## config.mk

```make
export PLATFORM = sky130hd
export DESIGN_NAME = im_access_ctrl
export DESIGN_NICKNAME = d
export VERILOG_FILES = /design/src/rtl/im_access_ctrl.sv
export SDC_FILE = /design/constraint.sdc
export NUM_CORES = 1
export LEC_CHECK = 0
export CORE_AREA = 10 10 93 95
export DETAILED_ROUTE_END_ITERATION = 16
export DIE_AREA = 0 0 103 105
export HOLD_SLACK_MARGIN = 0.05
export PLACE_DENSITY_LB_ADDON = 0.25
export SYNTH_ARGS = -nofsm -noshare
export SYNTH_HDL_FRONTEND = slang
export SYNTH_SLANG_ARGS = --single-unit
```

## constraint.sdc

```tcl
create_clock -name clk -period 3.8 [get_ports clk]
set_input_delay 0.76 -clock clk [delete_from_list [all_inputs] [get_ports clk]]
set_output_delay 0.76 -clock clk [all_outputs]
set_load 0.005 [all_outputs]
```

## src/rtl/im_access_ctrl.sv

```systemverilog
// im_access_ctrl: arbitrates loader byte writes and 4-byte big-endian fetches on one byte-wide IM port.
// Optional IM_ALIGN_CHECK_EN rejects misaligned fetches with a fetch_err pulse.
module im_access_ctrl #(
  parameter int MEM_SIZE   = 128,
  parameter int AW         = 7,
  parameter int STARVE_LIM = 4
) (
  input  logic          clk,
  input  logic          rst,
  input  logic          fetch_req,
  input  logic [31:0]   fetch_addr,
  output logic          fetch_gnt,
  output logic          fetch_valid,
  output logic [31:0]   fetch_instr,
  output logic          fetch_err,
  input  logic          ld_req,
  input  logic [31:0]   ld_addr,
  input  logic [7:0]    ld_data,
  output logic          ld_ack,
  output logic [AW-1:0] mem_addr,
  output logic          mem_we,
  output logic [7:0]    mem_wdata,
  input  logic [7:0]    mem_rdata,
  output logic          busy
);
  typedef enum logic {IDLE, FETCH} state_t;
  localparam int SW = $clog2(STARVE_LIM + 1);
  localparam logic [AW-1:0] AMASK = AW'(MEM_SIZE - 1);
  state_t state, state_nxt;
  logic [1:0] cnt;
  logic [AW-1:0] base;
  logic [23:0] acc;
  logic [SW-1:0] starve;
  logic fetch_win, misalign;
  logic unused_hi;
  assign unused_hi = ^{fetch_addr[31:AW], ld_addr[31:AW]};
`ifdef IM_ALIGN_CHECK_EN
  assign misalign = fetch_addr[1:0] != 2'b00;
`else
  assign misalign = 1'b0;
`endif
  assign busy = state == FETCH;
  assign mem_wdata = ld_data;
  assign mem_we = ld_ack;
  always_comb begin
    fetch_win = state == IDLE && fetch_req && (!ld_req || starve == SW'(STARVE_LIM));
    fetch_gnt = !rst && fetch_win;
    ld_ack = !rst && state == IDLE && ld_req && !fetch_win;
    mem_addr = state == FETCH ? (base + AW'(cnt)) & AMASK : ld_ack ? ld_addr[AW-1:0] : '0;
    state_nxt = rst ? IDLE
              : state == FETCH ? (cnt == 2'd3 ? IDLE : FETCH)
              : (fetch_gnt && !misalign) ? FETCH : IDLE;
  end
  always_ff @(posedge clk) begin
    if (rst) begin
      state       <= IDLE;
      cnt         <= '0;
      base        <= '0;
      acc         <= '0;
      starve      <= '0;
      fetch_valid <= 1'b0;
      fetch_err   <= 1'b0;
      fetch_instr <= '0;
    end else begin
      state       <= state_nxt;
      fetch_valid <= state == FETCH && cnt == 2'd3;
      fetch_err   <= fetch_gnt && misalign;
      starve      <= (!fetch_req || fetch_gnt) ? '0 : ld_ack ? starve + SW'(1) : starve;
      if (fetch_gnt) begin
        base <= fetch_addr[AW-1:0];
        cnt  <= '0;
      end
      if (state == FETCH) begin
        cnt <= cnt + 2'd1;
        acc <= {acc[15:0], mem_rdata};
        if (cnt == 2'd3) fetch_instr <= {acc, mem_rdata};
      end
    end
  end
endmodule

```

==> results.md <==
- Status: completed
- Count of final setup violators: 0
- Post-synth ARST share: 0%
- Share of layout cells above drive strength 1: 6.72%
- Largest net degree at the start of global routing: 79
- F_max: 0.296 GHz
- Cts bufs inserted: 9
- CP Launch Type: input pin
- Crit-path cells: clkdlybuf4s50_1, nor3b_2, and2_1, a221o_1, clkdlybuf4s50_1
- DRT antenna net count: 0
- Design Area, Final: approximately 3800 um^2
- Hold slack: 454 ps
- Post-Syn Nets: 419
- Post-route DRC: 0
- Row count: 30
- Leak: 1.36 nW
- Worst-Margin Slew: 1160 ps
- Post-route total power: 0.00151 W
- Number of synthesized flops with an enable pin: 0
- Slew Limit Fails: 0
- Synth Flop Type: dfxtp_1
- CTS max path bufs: 2
- Gr usage total: 12.3%
- Synth Instances: 329
- CTS tree: done
- Post-cts resize count: 0
- Starting density of the core: 43.3%
- Initial DRC Count: 95
- Synth Warn #: 0
- Horiz. Die Dim: 103 um
- DIE HEIGHT: 105 um
- Root Buffer Master: clkbuf_8
- Multi-input logic area: 1310 um^2
- Hold Vio Cnt, Final: 0
- Clk_lat worst skew: 340 ps
- First-pass GRT wire length: roughly 11 mm
- Vias per inst: 4.88
- Buffer count from post-CTS setup fixing: 0
- Worst path most repeated cell: clkdlybuf4s50_1
- Netlist cell types: 37
- CP Class: input pin to output pin
- Core region area: between 6000 and 7000 um^2
- I/O Pins: between 100 and 150
- RSZ-0062 raised after global routing: no
- Placed cell areas: 3560 um^2
- Final wirelength: 6.71 mm
- Gpl congestion: 0.809
- H-tree levels: 3
- Seq/Total Area, Yosys: 47.9%
- WP buf/inv: 2
- Area of the die: about 11000 um^2
- Slew margin rel.: 22.8%
- Critical Path Sink Type: output pin
- DR WL/cell: 14.4 um
- Power per cell area: 399 nW/um^2
- Crit path largest cell delay: slightly above 500 ps
- Worst vdd ir: around 0.00026 V
- Critical path origin: ld_req
- Setup TNS: 0 ps
- Worst hold path type: flop to flop
- Worst reg2reg path startpoint: busy
- Hold_sp: fetch_instr[30]
- Filler cells: 640
- Post-layout minimum cycle time: 3370 ps
- Worst-path clk slew: 80 ps
- # diodes: 0
- Post-Syn Area: around 2900 um^2
- Fin crit share: 88.8%
- CP Max Fanout: 9
- Yosys reg bits: 70
- CP Data Required Time: around 3000 ps
- Clock sinks: 70
- Hold-fix buffers, CTS: 0
- Via Count: about 2300
- Area growth from synthesis to layout: 29.2%
- Drt pass-1 iters: 4
- IO buf count: 69
- Detailed Place HPWL: 4.51 mm
- Worst Skew: just over 8 ps
- Syn Area/Cell: 8.89 um^2
- Yosys top cell area share: 47.9%
- Crit-path leading delay family: buffers and inverters
- Area leader, netlist: dfxtp_1
- GRT Residual Overflow: 0
- Max cap viols: 0
- Initial antenna violation count: 0
- Largest cells by area after synthesis: dfxtp_1 (48%), mux2i_1 (11%), nand2_1 (8.3%), a21oi_1 (6.0%), buf_4 (3.3%)
- Worst EP arrival: 2610 ps
- Reg area: 1400 um^2
- Number of global-route vias before repair: around 2100
- CP max-delay cell: clkdlybuf4s50_1
- Nets: about 470
[cells by family after synthesis]
| kind of cell | after synthesis | share of synthesized area, % |
|---|---|---|
| AOI/OAI and AO/OA | 52 | 11.0 |
| xor gates and xnor gates | 3 | 0.899 |
| adders and majority gates | 6 | 2.82 |
| buffers and inverters | 41 | 7.45 |
| DFF | 70 | 47.9 |
| muxes | 31 | 10.6 |
| other | 1 | 0.128 |
| and+or+nand+nor | 125 | 19.2 |
[registers in the layout (all words and copies together), names as in the netlist]
name,cells
starve,3
fetch_instr,32
cnt,2
acc,24
base,7
fetch_valid,1
busy,1
[final cells by class]
type	instances	share of cell area, %
clock inverter	4	1.39
inverter	10	0.993
timing repair buffer	73	18.9
multi-input combinational	218	34.5
clock buffer	12	4.37
tap	80	2.65
sequential	70	37.1
[through the flow]
step	util [%]	instances	setup slack, ps
3_5_place_dp	52.7	451	438
4_1_cts	55.9	467	425
5_1_grt	55.9	467	304
2_1_floorplan	-	329	1480
3_3_place_gp	52.7	451	435
6_report	55.9	467	426
[worst reg2reg max path: stages (launching register included)]
cell,delay [ps]
dfxtp_2,500
buf_4,480
nand2_1,830
nand2_1,300
a21oi_1,90
[path summary, 6_finish.rpt]
path / cells after the start / slack (ps) / endpoint
hold reg to reg: 2 / 450 / fetch_instr[30]
hold / removal: 2 / 450 / fetch_instr[30]
setup / recovery: 5 / 430 / mem_addr[6]
setup reg to reg: 4 / 1470 / fetch_instr[5]
[layout by cell type (no fill, tap or decap), types with 3 or more instances in the layout]
master / count
ha_1: 5
mux2i_1: 31
dfxtp_1: 69
clkbuf_8: 12
nor2_1: 26
nor2b_1: 5
nand2b_1: 15
nand3_1: 4
nand2_1: 65
clkdlybuf4s50_1: 68
xnor2_1: 3
buf_4: 4
a22o_1: 4
inv_1: 10
a21oi_1: 35
[report_power, final]
group	internal (W)	total (W)	leakage (nW)	switching (W)
clock	0.000359	0.000634	0.113	0.000275
combinational	0.0000657	0.000116	0.677	0.0000500
sequential	0.000746	0.000759	0.566	0.0000136
[routing by layer]
layer	global-route usage [%]	part of all wire [%]
met2	17.4	42
met4	4.47	1.3
met1	15.6	47
met3	6.19	9.3
met5	0	0
[synthesized netlist by cell type (all sizes together) (5+ instances only)]
| master | number |
|---|---|
| nor2 | 26 |
| ha | 5 |
| clkbuf | 11 |
| nand2b | 15 |
| dfxtp | 70 |
| buf | 20 |
| mux2i | 31 |
| nor2b | 5 |
| a21oi | 35 |
| nand2 | 65 |
| inv | 10 |
Power figures use the tool's default switching activity.
==> patch 1 (same flow settings) <==
Change the parameter `AW` from 7 to 6.
--- a/src/rtl/im_access_ctrl.sv
+++ b/src/rtl/im_access_ctrl.sv
@@ -2,7 +2,7 @@
 // Optional IM_ALIGN_CHECK_EN rejects misaligned fetches with a fetch_err pulse.
 module im_access_ctrl #(
   parameter int MEM_SIZE   = 128,
-  parameter int AW         = 7,
+  parameter int AW         = 6,
   parameter int STARVE_LIM = 4
 ) (
   input  logic          clk,
Ports: changed (resized mem_addr); port bits go from 137 to 136. No check against the original RTL was run, so the function may have changed too.
==> patch 1 against the unedited design <==
  * Power down 10%
  * Non-clock buffer count down 3
  * Design area down 4.3%
  * Synthesized area down 2.2%
  * Via count down 3.6%
  * Clock power down 22%
  * Sequential cell count down 1
  * Worst setup slack better by 0.022 ns
  * Routed wire length down 4.7%
  * Largest cell class unchanged
==> patch 1: results (changes against the unedited design) <==
Status
  – Status: completed

Drt
  – DR WL/cell: 14.05 um (-2.2%)
  – 1st-iter DRT viols: 120 (+26%)
  – Via density per instance: 4.829 (-1.0%)

Power
  – Peak VDD IR: 0.2071 mV (-21%)
  – P_leak: 0.001282 uW (-5.5%)

Worst setup path
  – R2R Setup Slk: 1.58 ns (+0.11 ns)
  – R2R Path End: fetch_instr[27]
  – Largest stage delay, worst path: 0.49 ns (-0.02 ns)
  – CP max FO: 7 (-2)

Timing
  – Skew final: 0.005256 ns (-0.002929 ns)
  – Hold WS: 0.4542 ns (-0.0001070 ns)
  – Slew margin rel.: 25.53% (+2.7 points)

Global route
  – Met3 GRT Util: 5.599% (-0.59 points)
  – Total GRT Usage: 12.05% (-0.26 points)
  – First-pass GRT wire length: 10630 um (-0.84%)
  – Largest net degree at the start of global routing: 77 (-2.5%)
  – M2 GR Usage: 18.39% (+0.99 points)
  – Met1 GRT Util: 13.92% (-1.7 points)

Finish
  – Final Net Count: 461 (-2.3%)
  – Fillers: 662 (+3.4%)
  – Regs by FF count: fetch_instr x32, acc x24, base x6
  – Ratio of cells with drive above 1 in the final layout: 5.600% (-1.1 points)

Synth
  – Mux cell area share after synthesis: 10.50% (-0.11 points)
  – Synth Area in XOR/XNOR: 0.9190% (+0.020 points)
  – Synth Area in Adders: 2.888% (+0.064 points)

Min path
  – Hold endpoint: fetch_instr[11]

Placement
  – Final Wtd Congestion: 0.7706 (-4.7%)
  – Post-DP HPWL: 4396 um (-2.5%)

Clock network
  – Clock Pin Slew Worst Setup and Hold Paths: 0.06 ns (-0.02 ns)
patch 1: cell types whose count changed after synthesis, sizes merged, moves of 2 or more:
cell,before,now
nand3,4,6
o211a,2,0
nand2b,15,13
nor4,2,0
clkbuf,11,9
inv,10,7
buf,20,22
patch 1: worst max-delay path by stage:
stage,startpoint,endpoint,cells past startpoint
2_1_floorplan,ld_req,mem_addr[3],4
3_3_place_gp,ld_req,mem_addr[2],5
3_5_place_dp,ld_req,mem_addr[4],5
4_1_cts,ld_req,mem_addr[4],5
5_1_grt,ld_req,mem_addr[4],5
6_report,ld_req,mem_addr[4],5
patch 1: power groups by stage:
stage                     sequential [uW]  combinational (uW)  clock, uW
final                                 748                 109        495
after global routing                  749                 120        536
after global placement                764                 109          0
after detailed placement              764                 110          0
after CTS                             748                 110        510
after floorplan                       759                74.8          0
patch 1: through the flow:
stage               util (%)  power [uW]  setup slack [ns]  std cells  area [sq um]
CTS                    53.54        1368            0.4437        455          3617
finish                 53.54        1351            0.4479        455          3617
detailed placement     51.19       873.8            0.4569        440          3458
global route           53.54        1405            0.3440        455          3617
global placement       51.19       872.2            0.4670        440          3458
floorplan                  -       833.8             1.532        321          2859
patch 1: per-layer routing:
layer	wire (um)	up-vias	share of wire, %
met5	0	-	0
met4	104	0	1.6
met3	707	13	11
met2	2837	59	44
met1	2745	987	43
li1	-	1138	-
patch 1: critical path: cells and delay by family:
family,cells,cell delay (ns)
AND/OR/NAND/NOR,2,0.66
buffers and inverters,2,0.98
AO/OA/AOI/OAI,1,0.18
patch 1: cell families after synthesis:
kind of cell	after synthesis
muxes	30
xor gates and xnor gates	3
DFF	69
and+or+nand+nor	124
other	1
buffers and inverters	38
AOI/OAI and AO/OA	50
adders and majority gates	6
patch 1: area by class of cell:
type | count | share of cell area [%]
Clock buffer | 13 | 4.116
Clock inverter | 2 | 0.2767
Inverter | 7 | 0.7264
Multi-Input combinational cell | 214 | 34.94
Sequential cell | 69 | 38.22
Tap cell | 80 | 2.767
Timing Repair Buffer | 70 | 18.96
==> patch 2 (same flow settings) <==
Made on the original files. Make the reset (`rst`) asynchronous in one clocked block.
--- a/src/rtl/im_access_ctrl.sv
+++ b/src/rtl/im_access_ctrl.sv
@@ -51,7 +51,7 @@
               : state == FETCH ? (cnt == 2'd3 ? IDLE : FETCH)
               : (fetch_gnt && !misalign) ? FETCH : IDLE;
   end
-  always_ff @(posedge clk) begin
+  always_ff @(posedge clk or posedge rst) begin
     if (rst) begin
       state       <= IDLE;
       cnt         <= '0;
Check against the original RTL: differs if rst is asserted again (counterexample within 4 cycles, from zero or initial values and one cycle with rst high); with rst held inactive, the same outputs for 10 cycles.
==> patch 2 against the unedited design <==
  * Cell count fell by 22%
  * Worst setup slack got worse by 0.099 ns
  * Routed wire length fell by 11%
  * Non-clock buffer count rose by 1
  * Maximum frequency fell by 2.9%
  * Synthesized area rose by 3.3%
  * Utilization rose by 2.6 points
  * Design area rose by 4.6%
  * Sequential cell count did not move
  * Critical endpoint is now mem_addr[2]
Power is not compared: it rests on default switching activity, and its combinational part moved more than twofold at a synthesized area within 25%.
==> patch 2: results (changes against the unedited design) <==
Timing
  – Skew final: 0.007956 ns (-0.0002290 ns)
  – Worst slew pin tran: 0.8033 ns (-0.3519 ns)

Global route
  – Vias in the first global route: 1948 (-7.8%)
  – Total GRT Usage: 11.66% (-0.65 points)
  – Initial antenna violation count: 0 (unchanged)
  – Global route overflow: 0 (unchanged)
  – Largest net degree at the start of global routing: 34 (-57%)
  – First-pass GRT wire length: 10010 um (-6.7%)

Synth
  – Post-synth ARST share: 100.0% (+100 points)
  – Register area share after synthesis: 58.02% (+10 points)
  – Primary FF master, synth: dfrtp_1
  – Ranking of synthesized cells by area: dfrtp_1 (58%), mux2_2 (23%), buf_4 (2.5%)
  – Ys Warns: 0 (unchanged)
  – Most frequent cells after synthesis: dfrtp_1 (70), mux2_2 (63), buf_4 (10), inv_1 (10), buf_2 (7)
  – Cell variety after synth: 34 (-8.1%)
  – Syn nets: 303 (-28%)

Drt
  – 1st-iter DRT viols: 27 (-72%)
  – WL final: 5941 um (-11%)
  – Drt pass-1 iters: 4 (unchanged)
  – Via density per instance: 5.109 (+4.7%)

Clock network
  – CTS root buf: clkbuf_8
  – H-Tree Depth: 3 (unchanged)
  – Clock Pin Slew Worst Setup and Hold Paths: 0.07 ns
  – Setup bufs post-CTS: 0 (unchanged)
  – Post-CTS sizing: 0 (unchanged)
  – Max clock buf depth: 2 (unchanged)
  – CTS buffer count: 9 (unchanged)
  – Clk Latency, worst-skew pair: 0.34 ns (about the same)

Finish
  – Ant diodes: 0 (unchanged)
  – Final Net Count: 371 (-21%)
  – Ratio of cells with drive above 1 in the final layout: 31.12% (+24 points)
  – Regs by FF count: fetch_instr x32, acc x24, base x7

Min path
  – Hold Crit Class: reg -> reg
  – Hold Path Cell Cnt: 1 (-1)

Power
  – P_leak: 0.001775 uW
  – Peak VDD IR: 0.3643 mV

Placement
  – Final Wtd Congestion: 0.7792 (-3.7%)
  – Buffers on Ports: 69 (unchanged)
  – Post-DP HPWL: 4329 um (-4.0%)

Worst setup path
  – Worst EP arrival: 2.71 ns (+0.10 ns)
  – CP max FO: 8 (-1)
  – Reg2Reg Depth: 3 (-1)

Status
  – Status: completed
[patch 2: power breakdown]
part	leakage, uW	switching, uW	internal [uW]
logic	0.000780	189	438
registers	0.000889	147	991
clock network	0.000106	269	368
total	0.00178	605	1800
[patch 2: critical path, cell delays in order]
cell             delay (ns)
clkdlybuf4s50_1        0.49
or3b_1                 0.43
nor2_2                 0.33
a22o_1                 0.20
clkdlybuf4s50_1        0.50
[patch 2: layout make-up]
type	instances	area, sq um
clock buffers	10	127.6
inverters	10	37.54
flip-flops and latches	70	1752
well taps	80	100.1
fillers	551	2805
multi-input cells	116	1120
repair buffers	74	728.2
clock inverters	6	86.33
[patch 2: logic make-up after synthesis]
kind of cell / Yosys count / share of synthesized area, %
xor gates and xnor gates: 2 / 0.5803
and+or+nand+nor: 22 / 4.932
AOI/OAI and AO/OA: 22 / 5.222
buffers and inverters: 27 / 4.890
other: 1 / 0.1242
adders and majority gates: 6 / 2.735
DFF: 70 / 58.02
muxes: 63 / 23.50
[patch 2: final timing paths]
| check | startpoint | endpoint | slack, ns |
|---|---|---|---|
| max | ld_req | mem_addr[2] | 0.33 |
| min | fetch_instr[26] | fetch_instr[26] | 0.50 |
| max reg2reg | busy | fetch_instr[8] | 1.54 |
| min reg2reg | fetch_instr[26] | fetch_instr[26] | 0.50 |
| max in group asynchronous | rst | fetch_instr[21] | 2.19 |
| min in group asynchronous | rst | starve[0] | 0.91 |
[patch 2: metal layers]
metal / part of all wire (%) / track usage, %
met1: 42 / 13.67
met2: 50 / 18.26
met3: 6.5 / 5.007
met4: 1.5 / 4.573
met5: 0 / 0
[patch 2: per-stage QoR]
step	std cells	instance area [sq um]	total power, uW	setup WS [ns]	hold WS [ns]
global placement	350	3737	1777	0.3537	0.4842
finish	366	3951	2403	0.3267	0.5033
floorplan	213	3019	1437	1.253	0.4767
CTS	366	3951	2450	0.3076	0.5092
detailed placement	350	3737	1800	0.3156	0.4919
global route	366	3951	2567	0.1974	0.5140
